===== src/rtl/usb_host_poll_scheduler_if.sv =====
// -----------------------------------------------------------------------------
// usb_host_poll_scheduler_if : frame-timer / transceiver / SIPO side of the
// poll scheduler. Stats ports exist only with USB_SCHED_STATS_EN.
// Rev 1.0
// -----------------------------------------------------------------------------
`default_nettype none

interface usb_host_poll_scheduler_if #(
   parameter int NUM_DEV = 4
);
   logic                   frame_tick;
   logic [NUM_DEV-1:0]     dev_enable;
   logic [NUM_DEV*7-1:0]   dev_addr_flat;
   logic [NUM_DEV-1:0]     error_clear;
   logic                   tx_active;
   logic                   rx_valid;
   logic [3:0]             rx_pid;
   logic                   poll_start;
   logic [6:0]             poll_addr;
   logic [2:0]             poll_slot;
   logic                   sched_busy;
   logic                   slot_done;
   logic [1:0]             slot_status;
   logic [NUM_DEV-1:0]     dev_error;
   logic                   frame_overrun;
`ifdef USB_SCHED_STATS_EN
   logic [NUM_DEV*8-1:0]   nak_count;
   logic [NUM_DEV*8-1:0]   timeout_count;

   modport master (
      input  frame_tick, dev_enable, dev_addr_flat, error_clear,
             tx_active, rx_valid, rx_pid,
      output poll_start, poll_addr, poll_slot, sched_busy, slot_done,
             slot_status, dev_error, frame_overrun, nak_count, timeout_count
   );
   modport slave (
      output frame_tick, dev_enable, dev_addr_flat, error_clear,
             tx_active, rx_valid, rx_pid,
      input  poll_start, poll_addr, poll_slot, sched_busy, slot_done,
             slot_status, dev_error, frame_overrun, nak_count, timeout_count
   );
`else
   modport master (
      input  frame_tick, dev_enable, dev_addr_flat, error_clear,
             tx_active, rx_valid, rx_pid,
      output poll_start, poll_addr, poll_slot, sched_busy, slot_done,
             slot_status, dev_error, frame_overrun
   );
   modport slave (
      output frame_tick, dev_enable, dev_addr_flat, error_clear,
             tx_active, rx_valid, rx_pid,
      input  poll_start, poll_addr, poll_slot, sched_busy, slot_done,
             slot_status, dev_error, frame_overrun
   );
`endif
endinterface

`default_nettype wire


===== src/rtl/usb_host_poll_scheduler.sv =====
// -----------------------------------------------------------------------------
// usb_host_poll_scheduler : per-frame round-robin poll of device slots with
// timeout/retry policy. Optional per-slot stats under USB_SCHED_STATS_EN.
// Rev 1.0
// -----------------------------------------------------------------------------
`default_nettype none

module usb_host_poll_scheduler #(
   parameter int NUM_DEV        = 4,
   parameter int TIMEOUT_CYCLES = 64,
   parameter int MAX_RETRY      = 3,
   parameter int RETRY_GAP      = 16
) (
   input  wire logic                    clock,
   input  wire logic                    reset,
   usb_host_poll_scheduler_if.master    bus
);

   localparam int CNT_MAX = (TIMEOUT_CYCLES > RETRY_GAP) ? TIMEOUT_CYCLES : RETRY_GAP;
   localparam int CNT_W   = $clog2(CNT_MAX) + 1;
   localparam int RTY_W   = $clog2(MAX_RETRY) + 1;
   localparam logic [CNT_W-1:0] TMO_LAST = CNT_W'(TIMEOUT_CYCLES - 1);
   localparam logic [CNT_W-1:0] GAP_LAST = CNT_W'(RETRY_GAP - 1);

   typedef enum logic [2:0] {
      S_IDLE    = 3'd0,
      S_SELECT  = 3'd1,
      S_ISSUE   = 3'd2,
      S_TX_WAIT = 3'd3,
      S_TX_RUN  = 3'd4,
      S_RX_WAIT = 3'd5,
      S_GAP     = 3'd6,
      S_DONE    = 3'd7
   } state_t;

   state_t              state_q, state_d;
   logic [3:0]          ptr_q, ptr_d;
   logic [2:0]          slot_q, slot_d;
   logic [6:0]          addr_q, addr_d;
   logic [CNT_W-1:0]    cnt_q, cnt_d;
   logic [RTY_W-1:0]    rty_q, rty_d;
   logic [1:0]          status_q, status_d;
   logic [NUM_DEV-1:0]  err_q, err_d;

   logic                found;
   logic [2:0]          found_idx;
   logic [6:0]          found_addr;
   logic                fail;
   logic                err_set;

   // Descending scan so the lowest eligible index at or above the pointer wins.
   always_comb begin
      found      = 1'b0;
      found_idx  = 3'd0;
      found_addr = 7'd0;
      for (int i = NUM_DEV - 1; i >= 0; i--) begin
         if ((4'(i) >= ptr_q) && bus.dev_enable[i] && !err_q[i]) begin
            found      = 1'b1;
            found_idx  = 3'(i);
            found_addr = bus.dev_addr_flat[i*7 +: 7];
         end
      end
   end

   always_comb begin
      state_d  = state_q;
      ptr_d    = ptr_q;
      slot_d   = slot_q;
      addr_d   = addr_q;
      cnt_d    = cnt_q;
      rty_d    = rty_q;
      status_d = status_q;
      fail     = 1'b0;
      err_set  = 1'b0;
      case (state_q)
         S_IDLE: begin
            if (bus.frame_tick) begin
               ptr_d   = 4'd0;
               state_d = S_SELECT;
            end
         end
         S_SELECT: begin
            if (found) begin
               slot_d  = found_idx;
               addr_d  = found_addr;
               rty_d   = '0;
               state_d = S_ISSUE;
            end else begin
               state_d = S_IDLE;
            end
         end
         S_ISSUE: begin
            cnt_d   = '0;
            state_d = S_TX_WAIT;
         end
         S_TX_WAIT: begin
            if (bus.tx_active)        state_d = S_TX_RUN;
            else if (cnt_q >= TMO_LAST) fail  = 1'b1;
            else                      cnt_d   = cnt_q + 1'b1;
         end
         S_TX_RUN: begin
            if (!bus.tx_active) begin
               cnt_d   = '0;
               state_d = S_RX_WAIT;
            end
         end
         S_RX_WAIT: begin
            if (bus.rx_valid) begin
               case (bus.rx_pid)
                  4'b0011, 4'b1011: begin status_d = 2'b00; state_d = S_DONE; end
                  4'b1010:          begin status_d = 2'b01; state_d = S_DONE; end
                  4'b1110: begin
                     status_d = 2'b10;
                     err_set  = 1'b1;
                     state_d  = S_DONE;
                  end
                  default:          fail = 1'b1;
               endcase
            end else if (cnt_q >= TMO_LAST) begin
               fail = 1'b1;
            end else begin
               cnt_d = cnt_q + 1'b1;
            end
         end
         S_GAP: begin
            if (cnt_q >= GAP_LAST) state_d = S_ISSUE;
            else                   cnt_d   = cnt_q + 1'b1;
         end
         S_DONE: begin
            ptr_d   = {1'b0, slot_q} + 4'd1;
            state_d = S_SELECT;
         end
         default: state_d = S_IDLE;
      endcase

      if (fail) begin
         rty_d = (&rty_q) ? rty_q : rty_q + 1'b1;
         cnt_d = '0;
         if (int'(rty_q) + 1 < MAX_RETRY) begin
            state_d = S_GAP;
         end else begin
            status_d = 2'b11;
            err_set  = 1'b1;
            state_d  = S_DONE;
         end
      end
   end

   // Clear first, then set: only the current slot can be set in a given cycle.
   always_comb begin
      err_d = err_q & ~bus.error_clear;
      if (err_set) err_d = err_d | (NUM_DEV'(1) << slot_q);
   end

   always_ff @(posedge clock) begin
      if (reset) begin
         state_q  <= S_IDLE;
         ptr_q    <= 4'd0;
         slot_q   <= 3'd0;
         addr_q   <= 7'd0;
         cnt_q    <= '0;
         rty_q    <= '0;
         status_q <= 2'b00;
         err_q    <= '0;
      end else begin
         state_q  <= state_d;
         ptr_q    <= ptr_d;
         slot_q   <= slot_d;
         addr_q   <= addr_d;
         cnt_q    <= cnt_d;
         rty_q    <= rty_d;
         status_q <= status_d;
         err_q    <= err_d;
      end
   end

   assign bus.poll_start    = (state_q == S_ISSUE);
   assign bus.poll_addr     = addr_q;
   assign bus.poll_slot     = slot_q;
   assign bus.sched_busy    = (state_q != S_IDLE);
   assign bus.slot_done     = (state_q == S_DONE);
   assign bus.slot_status   = (state_q == S_DONE) ? status_q : 2'b00;
   assign bus.dev_error     = err_q;
   assign bus.frame_overrun = bus.frame_tick && (state_q != S_IDLE);

`ifdef USB_SCHED_STATS_EN
   logic [7:0] nak_cnt_q [NUM_DEV];
   logic [7:0] nak_cnt_d [NUM_DEV];
   logic [7:0] to_cnt_q  [NUM_DEV];
   logic [7:0] to_cnt_d  [NUM_DEV];
   logic       nak_ev;

   assign nak_ev = (state_q == S_RX_WAIT) && bus.rx_valid && (bus.rx_pid == 4'b1010);

   always_comb begin
      for (int i = 0; i < NUM_DEV; i++) begin
         nak_cnt_d[i] = bus.error_clear[i] ? 8'h00 : nak_cnt_q[i];
         to_cnt_d[i]  = bus.error_clear[i] ? 8'h00 : to_cnt_q[i];
         if (nak_ev && (slot_q == 3'(i)) && (nak_cnt_d[i] != 8'hFF))
            nak_cnt_d[i] = nak_cnt_d[i] + 8'h01;
         if (fail && (slot_q == 3'(i)) && (to_cnt_d[i] != 8'hFF))
            to_cnt_d[i] = to_cnt_d[i] + 8'h01;
      end
   end

   always_ff @(posedge clock) begin
      for (int i = 0; i < NUM_DEV; i++) begin
         if (reset) begin
            nak_cnt_q[i] <= 8'h00;
            to_cnt_q[i]  <= 8'h00;
         end else begin
            nak_cnt_q[i] <= nak_cnt_d[i];
            to_cnt_q[i]  <= to_cnt_d[i];
         end
      end
   end

   generate
      for (genvar g = 0; g < NUM_DEV; g++) begin : g_stats
         assign bus.nak_count[g*8 +: 8]     = nak_cnt_q[g];
         assign bus.timeout_count[g*8 +: 8] = to_cnt_q[g];
      end
   endgenerate
`endif

endmodule

`default_nettype wire


===== src/flat_wrapper.sv =====
// flat-port wrapper written by rule: the top's interface ports become plain ports
module usb_host_poll_scheduler_flat 
#(
   parameter int NUM_DEV        = 4,
   parameter int TIMEOUT_CYCLES = 64,
   parameter int MAX_RETRY      = 3,
   parameter int RETRY_GAP      = 16
)
  (clock, reset, bus_frame_tick, bus_dev_enable, bus_dev_addr_flat, bus_error_clear, bus_tx_active, bus_rx_valid, bus_rx_pid, bus_poll_start, bus_poll_addr, bus_poll_slot, bus_sched_busy, bus_slot_done, bus_slot_status, bus_dev_error, bus_frame_overrun);
  usb_host_poll_scheduler_if #(.NUM_DEV(NUM_DEV)) bus_i ();
  input  wire logic clock;
  input  wire logic reset;
  input wire logic [$bits(bus_i.frame_tick)-1:0] bus_frame_tick;
  input wire logic [$bits(bus_i.dev_enable)-1:0] bus_dev_enable;
  input wire logic [$bits(bus_i.dev_addr_flat)-1:0] bus_dev_addr_flat;
  input wire logic [$bits(bus_i.error_clear)-1:0] bus_error_clear;
  input wire logic [$bits(bus_i.tx_active)-1:0] bus_tx_active;
  input wire logic [$bits(bus_i.rx_valid)-1:0] bus_rx_valid;
  input wire logic [$bits(bus_i.rx_pid)-1:0] bus_rx_pid;
  output wire logic [$bits(bus_i.poll_start)-1:0] bus_poll_start;
  output wire logic [$bits(bus_i.poll_addr)-1:0] bus_poll_addr;
  output wire logic [$bits(bus_i.poll_slot)-1:0] bus_poll_slot;
  output wire logic [$bits(bus_i.sched_busy)-1:0] bus_sched_busy;
  output wire logic [$bits(bus_i.slot_done)-1:0] bus_slot_done;
  output wire logic [$bits(bus_i.slot_status)-1:0] bus_slot_status;
  output wire logic [$bits(bus_i.dev_error)-1:0] bus_dev_error;
  output wire logic [$bits(bus_i.frame_overrun)-1:0] bus_frame_overrun;
  assign bus_i.frame_tick = bus_frame_tick;
  assign bus_i.dev_enable = bus_dev_enable;
  assign bus_i.dev_addr_flat = bus_dev_addr_flat;
  assign bus_i.error_clear = bus_error_clear;
  assign bus_i.tx_active = bus_tx_active;
  assign bus_i.rx_valid = bus_rx_valid;
  assign bus_i.rx_pid = bus_rx_pid;
  assign bus_poll_start = bus_i.poll_start;
  assign bus_poll_addr = bus_i.poll_addr;
  assign bus_poll_slot = bus_i.poll_slot;
  assign bus_sched_busy = bus_i.sched_busy;
  assign bus_slot_done = bus_i.slot_done;
  assign bus_slot_status = bus_i.slot_status;
  assign bus_dev_error = bus_i.dev_error;
  assign bus_frame_overrun = bus_i.frame_overrun;
  usb_host_poll_scheduler #(.NUM_DEV(NUM_DEV), .TIMEOUT_CYCLES(TIMEOUT_CYCLES), .MAX_RETRY(MAX_RETRY), .RETRY_GAP(RETRY_GAP)) u_core (.clock(clock), .reset(reset), .bus(bus_i));
endmodule

===== config.mk =====
export PLATFORM = sky130hd
export DESIGN_NAME = usb_host_poll_scheduler_flat
export DESIGN_NICKNAME = d
export VERILOG_FILES = /design/src/rtl/usb_host_poll_scheduler_if.sv /design/src/rtl/usb_host_poll_scheduler.sv /design/src/flat_wrapper.sv
export SDC_FILE = /design/constraint.sdc
export NUM_CORES = 1
export LEC_CHECK = 0
export BUFFER_PORTS_ARGS = -buffer_cell sky130_fd_sc_hd__buf_2
export CAP_MARGIN = 20
export CORE_ASPECT_RATIO = 1.5
export CORE_MARGIN = 5
export CORE_UTILIZATION = 51
export DETAILED_ROUTE_END_ITERATION = 10
export GPL_TIMING_DRIVEN = 0
export PLACE_DENSITY = 0.8
export SKIP_CTS_REPAIR_TIMING = 1
export SYNTH_ARGS = -nofsm -noshare
export SYNTH_HDL_FRONTEND = slang
export SYNTH_SLANG_ARGS = --single-unit

===== constraint.sdc =====
create_clock -name clock -period 2.1 [get_ports clock]
set_input_delay 0.105 -clock clock [delete_from_list [all_inputs] [get_ports clock]]
set_output_delay 0.105 -clock clock [all_outputs]
set_load 0.1 [all_outputs]

Word-level counts from Yosys, hierarchy flattened
Index checks and enable logic that the tools add are counted.

operators by class
  $add $sub $neg = 4
  $lt $le $gt $ge = 7
  eq/ne operators = 23
  shift operators = 1
  multiplexer cells = 51
  bitwise logic cells = 3
  reductions and logical operators = 28

operators with widths
  kind                                                  count
  2-to-1 mux 7 bit                                      9
  one-hot mux 7 bit (5 select lines)                    1
  2-to-1 mux 3 bit                                      11
  < comparator 32 x 3 -> 1 bit (second input constant)  1
  one-hot mux 3 bit (8 select lines)                    1
  2-to-1 mux 2 bit                                      10
  != test 3 x 2 -> 1 bit (second input constant)        5
  2-to-1 mux 1 bit                                      14
  equality test 3 bit (second input constant)           4
  equality test 4 bit (second input constant)           3
  != test 2 bit (second input constant)                 6
  logical AND 1 bit                                     9
  adder 3 x 1 -> 4 bit (second input constant)          2
  >= comparator 1 x 4 -> 1 bit (first input constant)   2
  >= comparator 2 x 4 -> 1 bit (first input constant)   2
  2-to-1 mux 4 bit                                      2
  one-hot mux 4 bit (2 select lines)                    1
  adder 7 x 1 -> 7 bit (second input constant)          1
  >= comparator 7 x 4 -> 1 bit (second input constant)  1
  >= comparator 7 x 6 -> 1 bit (second input constant)  1
  equality test 3 x 2 -> 1 bit (second input constant)  2
  one-hot mux 2 bit (3 select lines)                    1
  AND reduction 3 bit                                   2
  AND reduction 6 bit                                   1
  other kinds (18)                                      25

word-level totals
  register bits = 33
  bits of input ports = 45
  output and inout bits = 20
  logic and storage cells = 125

Depth between registers and ports, before layout
  depth after elaboration = 10
  mapped depth = 7
  mapped depth without buffers = 7

Worst setup path before layout
Ideal clock, no wire load.

  path type = register to output
  start point = reg u_core.state_q[2]
  end point = out bus_slot_status[0]
  arrival = 2.632 ns
  path slack = -0.637 ns
  stages on the path, launching flop included = 5
  path buffers = 2
  path through = dfxtp_1 buf_2 and3_1 clkbuf_1 and2_1

between the ends
  longest elaborated chain between the ends = 2

ends and longest elaborated chain
  item                     RTL line                        RTL
  start, declared          usb_host_poll_scheduler.sv:36   state_t state_q, state_d;
  start signal, assigned   usb_host_poll_scheduler.sv:166  state_q <= state_d;
  equality test 3 bit      --
  named net bus_slot_done  flat_wrapper.sv:24              output wire logic [$bits(bus_i.slot_done)-1:0] bus_slot_done;
  2-to-1 mux 2 bit         usb_host_poll_scheduler.sv:182  assign bus.slot_status = (state_q == S_DONE) ? status_q : 2'b00;
  end, declared            flat_wrapper.sv:25              output wire logic [$bits(bus_i.slot_status)-1:0] bus_slot_status;

The timed path passes the listed nets, and every way through them passes these cells.

Worst setup path in the final report
  start point = reg u_core.rty_q[0]
  end point = reg u_core.err_q[1], in the netlist u_core.bus.dev_error[1]

between the ends
  longest elaborated chain between the ends = 5

ends and longest elaborated chain
  item                          RTL line                        RTL
  start, declared               usb_host_poll_scheduler.sv:41   logic [RTY_W-1:0] rty_q, rty_d;
  start signal, assigned        usb_host_poll_scheduler.sv:171  rty_q <= rty_d;
  adder 3 x 1 -> 4 bit          usb_host_poll_scheduler.sv:139  if (int'(rty_q) + 1 < MAX_RETRY) begin
  < comparator 32 x 3 -> 1 bit  usb_host_poll_scheduler.sv:139
  2-to-1 mux 1 bit              usb_host_poll_scheduler.sv:139
  2-to-1 mux 1 bit              usb_host_poll_scheduler.sv:136  if (fail) begin
  2-to-1 mux 4 bit              usb_host_poll_scheduler.sv:152  if (err_set) err_d = err_d | (NUM_DEV'(1) << slot_q);
  end signal, assigned          usb_host_poll_scheduler.sv:173  err_q <= err_d;
  end, declared                 usb_host_poll_scheduler.sv:43   logic [NUM_DEV-1:0] err_q, err_d;

Every way passes these cells.
A chain may end at the register's enable or synchronous reset.

==> out/results.tsv <==
metric	value	unit
outcome	finished clean	
synthMuxAreaShare	0.00500	
gp_congestion	0.863	
synth_xor_area_frac	0.00438	
async_reset_ff_frac	0	
synth_fa_ha_area_frac	0.0500	
cp-start-kind	register	
finClkSkew	0.00621	ns
ir_drop	0.804	mV
cts_tree	built	
coreArea	3890	um2
overflow	0	
drv_slew	0	
slowest_stage	dfxtp_1	
placed_cell_area	2380	um2
ys_top_cells_by_area	dfxtp_1, a21oi_1, ha_1	
avgRoutedWirePerCell	15.0	um
row_count	28	
cp_slowest_stage_delay	0.36	ns
grtUsageTotal	0.214	
yosysTopAreaCell	dfxtp_1	
cp.required	2.25	ns
clk_path_buf_depth	2	
die_y	86.7	um
ioPinCount	65	
post-dp-hpwl	4090	um
synth_compound_area_frac	0.351	
grt_max_degree	11	
drt_iter0_markers	89	
power	0.00192	W
worst_skew_pair.late_latency	0.28	ns
cts_buffers	5	
synth_seq_cells	31	
fp.dieW	61.1	um
grt_pass1_wl	8870	um
hold_viol	0	
synth.yosys.seq_area_share	0.310	
root_buffer	clkbuf_8	
hold_path_class	in -> reg	
synth_most_common_cell	dfxtp_1	
pwr_density_cell	780	nW/um2
dieArea	5300	um2
leakage	1.02	nW
ys.flop_type	dfxtp_1	
synth_cells	243	
vias	2149	
post_route_cells_drive_above_1_share	0.293	
antenna_found_initial	0	
htree_levels	2	
ys_top_cells_by_count	dfxtp_1, a21oi_1, nand2_1	
synth_top_family_by_area	compound AO/OA/AOI/OAI gates	
n_antenna_cell	0	
worst_pin_slew	0.548	ns
drcViolationCount	0	
fmax	0.507	GHz
nNetsFinal	365	
drt_wl_total	5340	um
end_kind	register	
netlist_area	2000	um2
syn2layout_area_growth	23.1	%
slew_headroom	0.632	
synthSimpleGateAreaFrac	0.215	
post-route-period-util	0.940	
synthDistinctLibCells	54	
crit_type	reg -> reg	
maxCapViolCount	0	
cts_sinks	31	
synth_enable_flop_cells	0	
grt_pass1_vias	2061	
fin_crit	1.97	ns
path_cells	ha_1 > ha_1 > a311o_1 > o311ai_0 > a21oi_1 > o21ai_0 > a21oi_1	
numPortBuffers	62	
ant_nets	0	
synth-warning-count	0	
synth_top_area_frac	0.310	
path_clk_slew	0.06	ns
initial_core_util	0.514	
finalSetupViolCount	0	
avgViaCountPerCell	6.04	
dr.pass1.iters	5	
syn_nets	296	
syn_area_per_cell	8.23	um2
worst_ep_arrival_time	2.12	ns
finalInstanceArea	2460	um2
crit_fanout	6	
critical path, delay by kind of cell (launching register included):
kind	cells	cell delay [ns]
AO/OA/AOI/OAI	5	0.95
adder cells (fa/ha/maj)	2	0.53
flip-flops	1	0.36
routing by layer:
metal	global-route usage	vias up	part of all wire
li1	-	1070	-
met1	0.242	1013	0.39
met2	0.378	56	0.55
met3	0.0522	10	0.044
met4	0.0690	0	0.015
met5	0	-	0
where the power goes:
group	internal, W	total, W	switching, W	leakage (nW)
clock network	0.000221	0.000433	0.000212	0.0371
registers	0.000638	0.000683	0.0000456	0.252
logic	0.000199	0.000807	0.000608	0.727
total	0.00106	0.00192	0.000866	1.02
cell type report:
type / instances / area [um2]
plain buffers: 13 / 68.8
clock buffers: 6 / 72.6
fillers: 355 / 1430
inverters: 15 / 56.3
multi-input cells: 184 / 1270
flip-flops and latches: 31 / 622
well taps: 45 / 56.3
repair buffers: 62 / 315
through the flow:
step / worst slack (ns) / hold WS (ns) / setup TNS, ns / std cells / utilization
6_report: 0.126 / 0.0739 / 0 / 356 / 0.634
5_1_grt: -0.0174 / 0.0787 / -0.0174 / 356 / 0.634
4_1_cts: 0.0526 / 0.0666 / 0 / 356 / 0.630
3_5_place_dp: 0.109 / 0.365 / 0 / 350 / 0.611
3_3_place_gp: 0.130 / 0.356 / 0 / 350 / 0.611
2_1_floorplan: -0.146 / 0.268 / -0.146 / 243 / -
cells in the final DEF (no fill, tap or decap), drive strengths merged, types with 9 or more instances in the layout:
cell / count
buf: 69
nand2b: 9
nor2: 17
dfxtp: 31
nand2: 17
a21oi: 26
o211ai: 9
inv: 15
o21ai: 11
clkbuf: 12
a311oi: 9
state kept, by name, summed over array words and instances (netlist names):
register / cells
u_core.ptr_q: 3
u_core.bus.poll_slot: 2
u_core.bus.poll_addr: 7
u_core.cnt_q: 7
u_core.bus.dev_error: 4
u_core.rty_q: 3
u_core.state_q: 3
u_core.status_q: 2
worst paths after layout:
kind | start | end | slack [ns] | depth (start not counted)
max | u_core.rty_q[0] | u_core.bus.dev_error[1] | 0.13 | 7
min | bus_error_clear[0] | u_core.bus.dev_error[0] | 0.07 | 3
max reg2reg | u_core.rty_q[0] | u_core.bus.dev_error[1] | 0.13 | 7
min reg2reg | u_core.cnt_q[5] | u_core.cnt_q[5] | 0.47 | 2
cell families after synthesis:
kind of cell	after synthesis
compound gates	96
simple gates	77
flops	31
buf+inv	28
fa+ha+maj	8
other cells	1
xor+xnor	1
mux	1
No activity file was read; power rests on OpenSTA's default activity.
